==> config.mk <==
export PLATFORM = sky130hd
export DESIGN_NAME = avalon_packet_limiter_flat
export DESIGN_NICKNAME = d
export VERILOG_FILES = /design/src/rtl/avalon_st_if.sv /design/src/rtl/avalon_packet_limiter.sv /design/src/flat_wrapper.sv
export SDC_FILE = /design/constraint.sdc
export NUM_CORES = 1
export LEC_CHECK = 0
export ABC_CLOCK_PERIOD_IN_PS = 1900
export CAP_MARGIN = 25
export CORE_UTILIZATION = 26
export DETAILED_ROUTE_END_ITERATION = 8
export PLACE_DENSITY_LB_ADDON = 0.3
export SLEW_MARGIN = 20
export SYNTH_ARGS = -nofsm -noshare
export SYNTH_HDL_FRONTEND = slang
export SYNTH_SLANG_ARGS = --single-unit
==> constraint.sdc <==
create_clock -name clk -period 1.9 [get_ports clk]
set_input_delay 0.19 -clock clk [delete_from_list [all_inputs] [get_ports clk]]
set_output_delay 0.19 -clock clk [all_outputs]
set_load 0.005 [all_outputs]
==> src/rtl/avalon_st_if.sv <==
// avalon_st_if: Avalon-ST bundle with valid/rdy handshake, packet framing, empty and data
interface avalon_st_if #(
  parameter int DATA_WIDTH_IN_BYTES = 8
);
  localparam int EW = DATA_WIDTH_IN_BYTES > 1 ? $clog2(DATA_WIDTH_IN_BYTES) : 1;
  logic valid;
  logic rdy;
  logic sop;
  logic eop;
  logic [EW-1:0] empty;
  logic [8*DATA_WIDTH_IN_BYTES-1:0] data;
  modport master(output valid, sop, eop, empty, data, input rdy);
  modport slave(input valid, sop, eop, empty, data, output rdy);
endinterface

==> src/rtl/avalon_packet_limiter.sv <==
// avalon_packet_limiter: bounds Avalon-ST packets to MAX_WORDS beats, truncating oversize packets and counting dropped beats
module avalon_packet_limiter #(
  parameter int DATA_WIDTH_IN_BYTES = 8,
  parameter int MAX_WORDS = 64
) (
  input logic clk,
  input logic rst,
  avalon_st_if.slave msg_in,
  avalon_st_if.master msg_out,
  output logic packet_truncated,
  output logic [15:0] dropped_words
);
  localparam int EW = DATA_WIDTH_IN_BYTES > 1 ? $clog2(DATA_WIDTH_IN_BYTES) : 1;
  localparam int CW = $clog2(MAX_WORDS + 1);
  typedef enum logic [1:0] {IDLE, IN_PKT, DROP} state_t;
  state_t state;
  logic [CW-1:0] word_cnt;
  logic acc;
  logic trunc;
  logic fwd;
  logic [15:0] dw_sat;
  assign msg_in.rdy = (state == DROP) | ~msg_out.valid | msg_out.rdy;
  assign acc = msg_in.valid & msg_in.rdy;
  assign trunc = (state == IN_PKT) & ~msg_in.eop & ((word_cnt + CW'(1)) == CW'(MAX_WORDS));
  assign fwd = acc & ((state == IN_PKT) | ((state == IDLE) & msg_in.sop));
  assign dw_sat = dropped_words + 16'(dropped_words != 16'hFFFF);
  always_ff @(posedge clk) begin
    if (!rst) begin
      state <= IDLE;
      word_cnt <= '0;
      packet_truncated <= 1'b0;
      dropped_words <= '0;
      msg_out.valid <= 1'b0;
      msg_out.sop <= 1'b0;
      msg_out.eop <= 1'b0;
      msg_out.empty <= '0;
      msg_out.data <= '0;
    end else begin
      packet_truncated <= acc & trunc;
      if (fwd) begin
        msg_out.valid <= 1'b1;
        msg_out.sop <= state == IDLE;
        msg_out.eop <= msg_in.eop | trunc;
        msg_out.empty <= msg_in.eop ? msg_in.empty : EW'(0);
        msg_out.data <= msg_in.data;
      end else if (msg_out.rdy) begin
        msg_out.valid <= 1'b0;
      end
      if (acc & ~fwd)
        dropped_words <= dw_sat;
      if (acc) begin
        if (state == IDLE) begin
          state <= (msg_in.sop & ~msg_in.eop) ? IN_PKT : IDLE;
          word_cnt <= CW'(msg_in.sop & ~msg_in.eop);
        end else if (state == IN_PKT) begin
          state <= msg_in.eop ? IDLE : trunc ? DROP : IN_PKT;
          word_cnt <= msg_in.eop ? '0 : word_cnt + CW'(1);
        end else if (msg_in.eop) begin
          state <= IDLE;
          word_cnt <= '0;
        end
      end
    end
  end
endmodule

==> src/flat_wrapper.sv <==
// flat-port wrapper written by rule: the top's interface ports become plain ports
module avalon_packet_limiter_flat 
#(
  parameter int DATA_WIDTH_IN_BYTES = 8,
  parameter int MAX_WORDS = 64
)
  (clk, rst, packet_truncated, dropped_words, msg_in_valid, msg_in_sop, msg_in_eop, msg_in_empty, msg_in_data, msg_in_rdy, msg_out_valid, msg_out_sop, msg_out_eop, msg_out_empty, msg_out_data, msg_out_rdy);
  avalon_st_if #(.DATA_WIDTH_IN_BYTES(DATA_WIDTH_IN_BYTES)) msg_in_i ();
  avalon_st_if #(.DATA_WIDTH_IN_BYTES(DATA_WIDTH_IN_BYTES)) msg_out_i ();
  input logic clk;
  input logic rst;
  output logic packet_truncated;
  output logic [15:0] dropped_words;
  input wire logic [$bits(msg_in_i.valid)-1:0] msg_in_valid;
  input wire logic [$bits(msg_in_i.sop)-1:0] msg_in_sop;
  input wire logic [$bits(msg_in_i.eop)-1:0] msg_in_eop;
  input wire logic [$bits(msg_in_i.empty)-1:0] msg_in_empty;
  input wire logic [$bits(msg_in_i.data)-1:0] msg_in_data;
  output wire logic [$bits(msg_in_i.rdy)-1:0] msg_in_rdy;
  output wire logic [$bits(msg_out_i.valid)-1:0] msg_out_valid;
  output wire logic [$bits(msg_out_i.sop)-1:0] msg_out_sop;
  output wire logic [$bits(msg_out_i.eop)-1:0] msg_out_eop;
  output wire logic [$bits(msg_out_i.empty)-1:0] msg_out_empty;
  output wire logic [$bits(msg_out_i.data)-1:0] msg_out_data;
  input wire logic [$bits(msg_out_i.rdy)-1:0] msg_out_rdy;
  assign msg_in_i.valid = msg_in_valid;
  assign msg_in_i.sop = msg_in_sop;
  assign msg_in_i.eop = msg_in_eop;
  assign msg_in_i.empty = msg_in_empty;
  assign msg_in_i.data = msg_in_data;
  assign msg_in_rdy = msg_in_i.rdy;
  assign msg_out_valid = msg_out_i.valid;
  assign msg_out_sop = msg_out_i.sop;
  assign msg_out_eop = msg_out_i.eop;
  assign msg_out_empty = msg_out_i.empty;
  assign msg_out_data = msg_out_i.data;
  assign msg_out_i.rdy = msg_out_rdy;
  avalon_packet_limiter #(.DATA_WIDTH_IN_BYTES(DATA_WIDTH_IN_BYTES), .MAX_WORDS(MAX_WORDS)) u_core (.clk(clk), .rst(rst), .msg_in(msg_in_i), .msg_out(msg_out_i), .packet_truncated(packet_truncated), .dropped_words(dropped_words));
endmodule
Word-level counts from Yosys, hierarchy flattened --
Cells that the tools add are included.
Cells by class: reduce and logical (&&, ||, !) cells 4, multiplexer cells 13, bitwise logic cells 17, $add $sub $neg 2, equal/unequal tests 4
Operators by type and width (count):
- $mux W7 | 4
- $add A16 B1 Y16 | 1
- $ne A16 B16 Y1 const B | 1
- $mux W2 | 5
- $and A1 B1 Y1 | 8
- $add A7 B1 Y7 const B | 1
- $and A1 B7 Y7 | 1
- $eq A7 B7 Y1 const B | 1
- $not A1 Y7 | 1
- $or A1 B1 Y1 | 4
- $mux W1 | 3
- $mux W3 | 1
- $not A1 Y1 | 3
- $reduce_bool A3 Y1 | 1
- $eq A2 B1 Y1 const B | 1
- $eq A2 B2 Y1 const B | 1
- $logic_not A2 Y1 | 1
- $reduce_and A2 Y1 | 1
- $reduce_bool A2 Y1 | 1
Storage, ports and cells: register bits 96

Logic depth before layout (Yosys ltp) --
depth after elaboration 7, depth in mapped cells 9, gate-level depth less buffers 9

Worst setup path before layout --
Ideal clock, no wire load.
path type register -> register, start reg u_core.dropped_words[3], end reg u_core.dropped_words[12], path slack -0.072 ns, library setup time 0.132 ns, path buffers 0, clock period less this slack 1.972 ns, required time 1.768 ns, cell stages (with the launch flop) 10, data arrival time 1.839 ns, cell sequence dfxtp_1 and2_1 and3_1 nand4_1 or2_2 ha_1 ha_1 nand4_2 or3_1 a21oi_1
On the way: longest elaborated chain between the ends 2
RTL lines:
- start, declared | line avalon_packet_limiter.sv:11 | output logic [15:0] dropped_words
- start signal, assigned | line avalon_packet_limiter.sv:50 | dropped_words <= dw_sat;
- $ne A16 B16 Y1 | line avalon_packet_limiter.sv:26 | assign dw_sat = dropped_words + 16'(dropped_words != 16'hFFFF);
- $add A16 B1 Y16 * | line avalon_packet_limiter.sv:26
Every way passes the cells marked *; elsewhere a longest branch is shown, timed or not. A chain may end at the register's enable or synchronous reset.

Worst setup path in the final report --
start reg u_core.dropped_words[3], end reg u_core.dropped_words[8]
The elaborated chain is that of the path after synthesis.

==> impl_metrics.ini <==
[logic_synthesis]
ys_warn_count = 0
synthSimpleGateAreaFrac = 0.258
synth_fa_ha_area_frac = 0.0131
synth_mux_area_frac = 0
syn_nets = 549
synthFlopType = dfxtp_1
synth_edf_count = 0
synth-seq-area-share = 0.505
synth_xor_area_frac = 0.0138
synth_compound_area_frac = 0.170
ys_seq_elements = 96
ys_async_sr_fraction = 0
synth_area_mm2 = 0.00381
synthCells = 472
avgSynthCellArea_um2 = 8.07
synth_top_family_by_area = simple AND/OR/NAND/NOR gates
synth_cell_types = 47

[die]
initial_utilization = 0.270
die_w_um = 123
die_area_mm2 = 0.0151
fp-row-count = 43
die_y_um = 123
io_pins = 161
core_mm2 = 0.0141

[global_route]
grt_pass1_vias = 3696
antenna_found_initial = 0
grt_max_degree = 45
overflow = 0
track_usage = 0.151
grt_pass1_wl_um = 17700

[status]
failed_checks = setup timing
status = finished, violations left

[sta]
finalCriticalPeriod_ns = 1.91
rsz0062_at_grt = true
setup_viol = 3
clock_skew_ns = 0.00594
finalWorstSetupSlack_ns = -0.00899
finalHoldViolations = 0
worst_pin_slew_ns = 0.477
max_freq_ghz = 0.524
slew_headroom = 0.681
finalCritPeriodShare = 1.00
drv_slew = 0

[clock_tree]
cts_hold_buf = 0
cts_root_buffer = clkbuf_16
numCtsBuffers = 9
max-clock-path-buffers = 2
clkSlewWorstSetupHoldPaths_ns = 0.07
clkLatencyLatePin_ns = 0.35
cts.htree.levels = 3
cts.sinks = 96
cts_tree = done

[critical_path]
reg2reg_depth = 9
crit_fanout = 7
endpoint_kind = flip-flop
rrSetupSlack_ns = -0.009
required_ns = 2.18
critPathKind = reg -> reg
worst_setup_path_start_kind = flip-flop
arrival_ns = 2.19
r2r_start = u_core.dropped_words[3]$_SDFFE_PN0P_
timing.rr.end = u_core.dropped_words[8]$_SDFFE_PN0P_

[layout]
layout_commonest_cell = clkdlybuf4s50_1
drive_gt1_frac = 0.133
fin_util = 0.447
antennaDiodeCount = 0
final_nets = 733
syn_to_final_growth_pct = 65.5
final_cell_mix = 159 x clkdlybuf4s50_1, 142 x nand2_1, 89 x dfxtp_1

[place]
dp_slack_ns = -0.148
gp_congestion = 0.805
hpwl_um = 8150
io_buffer_count = 160

[route]
routed_via_density = 4.69
dr.pass1.iters = 4
via_count = 3947
post-route-drc-count = 0
ant_nets = 0
drt-initial-drc-count = 166
wl_um = 11400
wire_per_inst_um = 13.6

[power_and_ir_drop]
leakage_nw = 2.27
ir_worst_vdd_mv = 0.454
p_per_area_mw_per_mm2 = 756

[job]
drv_cap = 0

[hold_path]
min_to = u_core.msg_out.data[53]$_SDFFE_PN0P_
hold_path_class = in -> reg
min_path_cells = 3
min_from = msg_in_data[53]
==> layout make-up <==
type	instances	area (µm²)
Fill cell	1385	7790
Timing Repair Buffer	203	1970
Sequential cell	96	1930
Multi-Input combinational cell	341	1840
Clock buffer	9	225
Tap cell	180	225
Clock inverter	7	95.1
Inverter	5	18.8
==> power breakdown <==
part	switching [mW]	leakage, nW	internal (mW)
clock network	0.813	0.156	1.16
logic	0.268	1.33	0.386
registers	0.0467	0.786	2.10
==> worst max-delay path by stage <==
stage,startpoint,to,slack [ns],depth (start not counted)
after floorplan,u_core.dropped_words[3]$_SDFFE_PN0P_,u_core.dropped_words[12]$_SDFFE_PN0P_,0.002,9
after global placement,u_core.dropped_words[3]$_SDFFE_PN0P_,u_core.dropped_words[12]$_SDFFE_PN0P_,-0.09,9
after detailed placement,u_core.dropped_words[3]$_SDFFE_PN0P_,u_core.dropped_words[12]$_SDFFE_PN0P_,-0.15,9
after CTS,u_core.dropped_words[3]$_SDFFE_PN0P_,u_core.dropped_words[13]$_SDFFE_PN0P_,0.003,8
after global routing,u_core.dropped_words[3]$_SDFFE_PN0P_,u_core.dropped_words[10]$_SDFFE_PN0P_,-0.11,9
final,u_core.dropped_words[3]$_SDFFE_PN0P_,u_core.dropped_words[8]$_SDFFE_PN0P_,-0.009,9
==> through the flow <==
stage                     setup TNS [ns]  hold slack (ns)  instance area, µm²  cells  power [mW]
after floorplan                        0            0.326                3820    472        2.41
after global placement            -0.384            0.439                5900    822        2.83
after detailed placement           -2.03            0.448                5900    822        2.84
after CTS                              0            0.362                6260    838        4.84
after global routing              -0.849            0.379                6300    841        4.99
final                            -0.0177            0.380                6300    841        4.77
==> Yosys cell counts (2+ instances only) <==
cell type	n	share of area
and3_1	4	0.0066
nand3_1	19	0.025
nand3b_1	3	0.0059
nor3_1	4	0.0053
buf_4	2	0.0039
xor2_1	2	0.0046
buf_2	10	0.013
nand4_1	3	0.0049
inv_1	4	0.0039
nand2_1	142	0.14
or2_2	2	0.0033
xnor2_1	4	0.0092
a22oi_1	2	0.0039
or4_1	5	0.0099
a21oi_1	84	0.11
nor2_1	14	0.014
clkbuf_1	19	0.019
dfxtp_1	96	0.50
o211ai_1	2	0.0039
o31ai_1	4	0.0079
nand4_2	2	0.0066
ha_1	4	0.013
o21ai_0	12	0.016
or3_1	6	0.0099
==> routing by layer <==
| layer | vias to the layer above | part of all wire | track usage |
|---|---|---|---|
| met1 | 1829 | 0.40 | 0.166 |
| li1 | 1981 | - | - |
| met2 | 121 | 0.50 | 0.260 |
| met5 | - | 0 | 0 |
| met3 | 16 | 0.075 | 0.0600 |
| met4 | 0 | 0.018 | 0.0580 |
==> state kept, by name, summed over array words and instances (netlist names) <==
register                 count
u_core.dropped_words        16
u_core.msg_out.data         64
u_core.msg_out.empty         3
u_core.msg_out.eop           1
u_core.msg_out.sop           1
u_core.msg_out.valid         1
u_core.packet_truncated      1
u_core.state                 2
u_core.word_cnt              7
==> timing repair <==
item / 4_1_cts / 5_1_grt
gates resized for setup: 8 / 7
setup endpoints to repair: 16 / 16
pin swaps: 2 / 5
setup buffers: 0 / 2
endpoints found under the hold margin: 0 / 0
gates cloned: 0 / 1
==> logic make-up (layout without fill, tap and decap cells) <==
kind of cell,count (synthesis),in the layout
buffers and inverters,36,224
AOI/OAI and AO/OA,114,114
DFF,96,96
xor gates and xnor gates,6,6
adders and majority gates,4,4
and+or+nand+nor,216,217
==> worst max-delay path, cell delays in order (launching register included) <==
cell and delay (ns):
dfxtp_2 0.32, and2_4 0.15, and3_4 0.18, nand4_1 0.14, or2_4 0.15, ha_4 0.16, ha_4 0.16, nand4_4 0.11
or3_1 0.34, a21oi_1 0.14
(Power assumes the default switching activity.)
